==> config.mk <==
export PLATFORM = sky130hd
export DESIGN_NAME = dp_out_monitor
export DESIGN_NICKNAME = d
export VERILOG_FILES = /design/src/rtl/dp_out_monitor.sv
export SDC_FILE = /design/constraint.sdc
export NUM_CORES = 1
export LEC_CHECK = 0
export ABC_AREA = 1
export BUFFER_PORTS_ARGS = -buffer_cell sky130_fd_sc_hd__buf_2
export CAP_MARGIN = 20
export CORE_UTILIZATION = 44
export DETAILED_ROUTE_END_ITERATION = 8
export PLACE_DENSITY = 0.68
export SLEW_MARGIN = 40
export SYNTH_ARGS = -nofsm -noshare
export SYNTH_HDL_FRONTEND = slang
export SYNTH_SLANG_ARGS = --single-unit
==> constraint.sdc <==
create_clock -name clk -period 6.5 [get_ports clk]
set_input_delay 0.975 -clock clk [delete_from_list [all_inputs] [get_ports clk]]
set_output_delay 0.975 -clock clk [all_outputs]
set_load 0.03 [all_outputs]
==> src/rtl/dp_out_monitor.sv <==
`default_nettype none
// ============================================================================
// Module      : dp_out_monitor
// Description : Display-side reader for the datapath output bus. Captures
//               distinct datapath_out values (with their Z_out flag) into a
//               small circular history, lets the user step through it with
//               two push-buttons, and drives active-low seven-segment digits
//               plus status LEDs from registered outputs.
// Options     : define LEADING_ZERO_BLANK_EN to blank leading zero digits on
//               hex3..hex1 (hex0 is always shown).
// Revision    : 1.0 - initial release
// ============================================================================
module dp_out_monitor #(
    parameter int DEPTH = 4,    // history entries, power of two, 2..8
    parameter int W     = 16    // datapath word width, four hex digits
) (
    input  logic         clk,
    input  logic         rst_n,
    input  logic [W-1:0] datapath_out,
    input  logic         Z_out,
    input  logic         cap_en,
    input  logic         key_older_n,
    input  logic         key_newer_n,
    output logic [6:0]   hex0,
    output logic [6:0]   hex1,
    output logic [6:0]   hex2,
    output logic [6:0]   hex3,
    output logic [6:0]   hex4,
    output logic [6:0]   hex5,
    output logic         ledr_z,
    output logic [3:0]   ledr_cnt
);

    localparam int PTR_W = (DEPTH > 1) ? $clog2(DEPTH) : 1;
    localparam int CNT_W = $clog2(DEPTH + 1);
    localparam logic [CNT_W-1:0] CNT_FULL  = CNT_W'(DEPTH);
    localparam logic [6:0]       SEG_BLANK = 7'b1111111;

    // Hex digit to active-low segments {g,f,e,d,c,b,a}.
    function automatic logic [6:0] seg7(input logic [3:0] nib);
        logic [6:0] s;
        case (nib)
            4'h0:    s = 7'b1000000;
            4'h1:    s = 7'b1111001;
            4'h2:    s = 7'b0100100;
            4'h3:    s = 7'b0110000;
            4'h4:    s = 7'b0011001;
            4'h5:    s = 7'b0010010;
            4'h6:    s = 7'b0000010;
            4'h7:    s = 7'b1111000;
            4'h8:    s = 7'b0000000;
            4'h9:    s = 7'b0010000;
            4'hA:    s = 7'b0001000;
            4'hB:    s = 7'b0000011;
            4'hC:    s = 7'b1000110;
            4'hD:    s = 7'b0100001;
            4'hE:    s = 7'b0000110;
            default: s = 7'b0001110;
        endcase
        return s;
    endfunction

    // History storage: each entry is {Z, value}.
    logic [W:0]       mem [DEPTH];
    logic [PTR_W-1:0] wr_ptr;
    logic [PTR_W-1:0] view;
    logic [CNT_W-1:0] count;

    logic [PTR_W-1:0] newest_idx;
    logic [PTR_W-1:0] view_idx;
    logic [W:0]       view_entry;
    logic             capture;

    // Key synchronizers (s1, s2) and edge-detect history (s3).
    logic older_s1, older_s2, older_s3;
    logic newer_s1, newer_s2, newer_s3;
    logic older_pulse, newer_pulse;

    // Digit patterns computed from the current state, registered below.
    logic [6:0] dig0, dig1, dig2, dig3;

    // The newest entry sits just behind the write pointer; the view index
    // counts backwards from it. Power-of-two depth makes the wrap free.
    assign newest_idx = wr_ptr - PTR_W'(1);
    assign view_idx   = newest_idx - view;
    assign view_entry = mem[view_idx];

    // Only store values that differ from the newest one so a static bus
    // does not flood the history. The count check keeps the comparison
    // against stale memory out of the decision on an empty buffer.
    assign capture = cap_en &&
                     ((count == '0) || (datapath_out != mem[newest_idx][W-1:0]));

    // Single-cycle pulse on the released-to-pressed transition.
    assign older_pulse = older_s3 & ~older_s2;
    assign newer_pulse = newer_s3 & ~newer_s2;

    // The blank digit never changes.
    assign hex4 = SEG_BLANK;

    // History write port; contents are only meaningful below count.
    always_ff @(posedge clk) begin
        if (capture) begin
            mem[wr_ptr] <= {Z_out, datapath_out};
        end
    end

    // Synchronize the raw push-buttons; released (1) is the idle level.
    always_ff @(posedge clk or negedge rst_n) begin
        if (!rst_n) begin
            older_s1 <= 1'b1;
            older_s2 <= 1'b1;
            older_s3 <= 1'b1;
            newer_s1 <= 1'b1;
            newer_s2 <= 1'b1;
            newer_s3 <= 1'b1;
        end else begin
            older_s1 <= key_older_n;
            older_s2 <= older_s1;
            older_s3 <= older_s2;
            newer_s1 <= key_newer_n;
            newer_s2 <= newer_s1;
            newer_s3 <= newer_s2;
        end
    end

    // Buffer bookkeeping and view navigation; a capture always returns
    // the view to the live (newest) entry and takes priority over keys.
    always_ff @(posedge clk or negedge rst_n) begin
        if (!rst_n) begin
            wr_ptr <= '0;
            count  <= '0;
            view   <= '0;
        end else begin
            if (capture) begin
                wr_ptr <= wr_ptr + PTR_W'(1);
                if (count != CNT_FULL) begin
                    count <= count + CNT_W'(1);
                end
                view <= '0;
            end else if (count == '0) begin
                view <= '0;
            end else if (older_pulse && !newer_pulse) begin
                if ((CNT_W'(view) + CNT_W'(1)) < count) begin
                    view <= view + PTR_W'(1);
                end
            end else if (newer_pulse && !older_pulse) begin
                if (view != '0) begin
                    view <= view - PTR_W'(1);
                end
            end
        end
    end

    // Decode the viewed value into digits, optionally hiding leading zeros.
    always_comb begin
        dig0 = seg7(view_entry[3:0]);
        dig1 = seg7(view_entry[7:4]);
        dig2 = seg7(view_entry[11:8]);
        dig3 = seg7(view_entry[15:12]);
`ifdef LEADING_ZERO_BLANK_EN
        if (view_entry[15:12] == 4'h0) begin
            dig3 = SEG_BLANK;
        end
        if (view_entry[15:8] == 8'h00) begin
            dig2 = SEG_BLANK;
        end
        if (view_entry[15:4] == 12'h000) begin
            dig1 = SEG_BLANK;
        end
`else
        // All four digits are always shown.
`endif
    end

    // Register the display from the current state; it trails by one edge.
    always_ff @(posedge clk or negedge rst_n) begin
        if (!rst_n) begin
            hex0     <= SEG_BLANK;
            hex1     <= SEG_BLANK;
            hex2     <= SEG_BLANK;
            hex3     <= SEG_BLANK;
            hex5     <= SEG_BLANK;
            ledr_z   <= 1'b0;
            ledr_cnt <= 4'd0;
        end else if (count == '0) begin
            hex0     <= SEG_BLANK;
            hex1     <= SEG_BLANK;
            hex2     <= SEG_BLANK;
            hex3     <= SEG_BLANK;
            hex5     <= SEG_BLANK;
            ledr_z   <= 1'b0;
            ledr_cnt <= 4'd0;
        end else begin
            hex0     <= dig0;
            hex1     <= dig1;
            hex2     <= dig2;
            hex3     <= dig3;
            hex5     <= seg7(4'(view));
            ledr_z   <= view_entry[W];
            ledr_cnt <= 4'(count);
        end
    end

endmodule
`default_nettype wire
==> impl_metrics.ini <==
[outcome]
outcome = finished, final reports clean

[timing]
grt_setup_unrepaired = no
slew_headroom_pct = 45.86
tns_ns = 0
min_period_ns = 4.214
slew_viol_final = 0
min_period_over_period_pct = 64.83
timing.fmax_mhz = 237.3
finClkSkew_ns = 0.01236
finalHoldViolCount = 0
tightest_slew_ns = 0.8121
setup_violations = 0

[power]
vdd_drop_max_uv = 213.7
p_per_area_nw_per_um2 = 529.1
cellLeakagePower_uw = 0.003362
power_uw = 3926

[drt]
routedWlPerCell_um = 14.33
num_vias = 4686
drtIter0Drc = 247
viasPerCell = 5.044
drc = 0
drt-total-wl_um = 13310
dr.pass1.iters = 5
antenna_left = 0

[cts]
cts_resized = 0
cts_root_buf = clkbuf_16
cts_tree = done
clkSinkCount = 119
clk_latency_ns = 0.42
cts_hold_buf = 0
path_clk_slew_ns = 0.06
h-tree-depth = 4
numCtsBuffers = 17
cts_setup_buffers = 0
clock_path_buffers = 2

[run]
drv_cap = 0

[worst_setup_path]
path_class = register to register
reg2reg_slack_ns = 2.29
path_max_fanout = 38
r2r_start = wr_ptr[0]
r2r_end = mem[3][10]
critPathLaunch = wr_ptr[0]
end_kind = register
worstPathRequired_ns = 6.61
critical_path.startpoint_type = register
rr_worst_depth = 16
crit_arrival_ns = 4.32

[logic_synthesis]
seq_area_frac_synth_pct = 51.87
synth_area_leaders = edfxtp_1, dfstp_2, nand2_1
async_flop_share_pct = 42.86
synthCells = 674
yosys_warnings = 0
yosys.area_share.adder_pct = 7.514
synth_top_family_by_area = simple AND/OR/NAND/NOR gates
ys_top_cells_by_count = nand2_1, edfxtp_1, nand3_1, inv_1, dfstp_2
synth-seq-cells = 119
synth_edf_count = 68
synth.area.mux_share_pct = 4.316
syn_area_um2 = 6494
synth_area_per_cell_um2 = 9.635
synth_compound_area_share_pct = 6.647
synth_xor_area_share_pct = 0.9441
synth-simple-area-share_pct = 21.12
yosysMostFrequentCell = nand2_1
synth_top_cell_by_area = edfxtp_1
ys_types = 38
synthFlopType = edfxtp_1
synth.top_cell.area_share_pct = 31.45

[placed_design]
place_hpwl_um = 9148
port_buffers = 60
globalplace.congestion = 0.8271

[min_path]
whs_path_depth = 0
holdCritStartpoint = older_s1
worst_hold_path.endpoint = older_s2
hold_class = register to register

[die]
die_x_um = 123.5
io_pins = 69
dieArea_um2 = 15250
initial_core_util_pct = 44.85
die-height_um = 123.5
rows = 44
core_area_um2 = 14480

[cells_and_area]
num_antenna_cells = 0
drive_above_1_share_pct = 26.17
n_fill_cell = 1283
area_growth_pct = 14.28
final_core_util_pct = 51.25
num-nets-final = 793

[global_route]
track_usage_pct = 18.76
grt_pass1_wl_um = 21430
gr-total-overflow = 0
grt_start_max_net_pins = 52
antenna_found_initial = 0
grt_pass1_vias = 4452
-- worst max-delay path by stage --
stage / endpoint / slack (ns) / cells after the start
after floorplan: mem[0][0] / 3.37 / 17
after global placement: mem[3][5] / 2.47 / 16
after detailed placement: mem[3][11] / 2.36 / 16
after CTS: mem[3][10] / 2.32 / 16
after global routing: mem[3][5] / 1.94 / 16
final: mem[3][10] / 2.29 / 16
-- layout make-up --
cell class                      instances  area (µm²)  share of cell area (%)
Clock inverter                         14       157.7                   2.124
Sequential cell                       119        3368                   45.39
Timing Repair Buffer                   67       352.8                   4.755
Multi-Input combinational cell        469        2663                   35.88
Clock buffer                           18       429.2                   5.783
Tap cell                              184       230.2                   3.102
Inverter                               58       220.2                   2.967
-- critical path, stage by stage (launching register included) --
cell,delay [ns]
dfrtp_1,0.32
buf_4,0.36
inv_4,0.24
ha_1,0.78
inv_2,0.32
a21oi_1,0.18
o21ai_0,0.13
nand2_1,0.09
nand2_1,0.05
nand2_1,0.05
nor2_1,0.04
nand2_1,0.06
nor2_1,0.06
nand2_2,0.13
nand2_4,0.10
nor2_1,0.62
buf_4,0.35
-- logic make-up (layout without fill, tap and decap cells) --
family | Yosys count | count (layout)
AO/OA/AOI/OAI | 71 | 71
other | 2 | 8
flip-flops | 119 | 119
AND/OR/NAND/NOR | 319 | 319
XOR/XNOR | 7 | 7
adder cells (fa/ha/maj) | 39 | 39
buffers and inverters | 92 | 157
multiplexers | 25 | 25
-- flip-flops by register name, indices dropped and copies added, names as in the netlist, 2 cells and up --
register,cells
hex3,7
hex0,7
hex5,6
hex1,7
hex2,7
count,3
view,2
ledr_cnt,3
wr_ptr,2
mem,68
-- metrics by stage --
| stage | hold slack [ns] | setup WS, ns | cells | area [µm²] |
|---|---|---|---|---|
| 4_1_cts | 0.3615 | 2.316 | 929 | 7421 |
| 3_5_place_dp | 0.3533 | 2.360 | 897 | 6834 |
| 5_1_grt | 0.3614 | 1.944 | 929 | 7421 |
| 2_1_floorplan | 0.3452 | 3.365 | 680 | 6516 |
| 6_report | 0.3581 | 2.286 | 929 | 7421 |
| 3_3_place_gp | 0.3465 | 2.468 | 897 | 6834 |
-- routing by layer --
layer	GRT usage (%)	wire length, µm	part of all wire, %
met4	7.756	248	1.9
met2	31.32	6531	49
met5	0	0	0
met3	4.889	760	5.7
met1	22.95	5768	43
-- where the power goes --
part	internal, µW	switching [µW]	leakage (µW)
Sequential	1070	56.9	0.00118
Combinational	574	1290	0.00189
Clock	597	330	0.000284
Total	2250	1680	0.00336
-- cell usage in the layout, fill, tap and decap left out, types with 7 or more instances in the layout --
master / Yosys / layout
ha_1: 39 / 39
dfrtp_1: 11 / 11
conb_1: 2 / 8
nand3_1: 58 / 58
edfxtp_1: 68 / 68
buf_2: 4 / 60
nand3b_1: 7 / 7
nand2_2: 19 / 19
a21oi_1: 14 / 14
nor2_1: 26 / 26
mux2_2: 24 / 24
o21ai_1: 18 / 18
buf_4: 15 / 7
inv_2: 7 / 7
nand2_1: 200 / 200
inv_1: 49 / 49
o21ai_0: 21 / 21
clkbuf_16: 0 / 17
dfstp_2: 40 / 40
(Power assumes the default switching activity.)
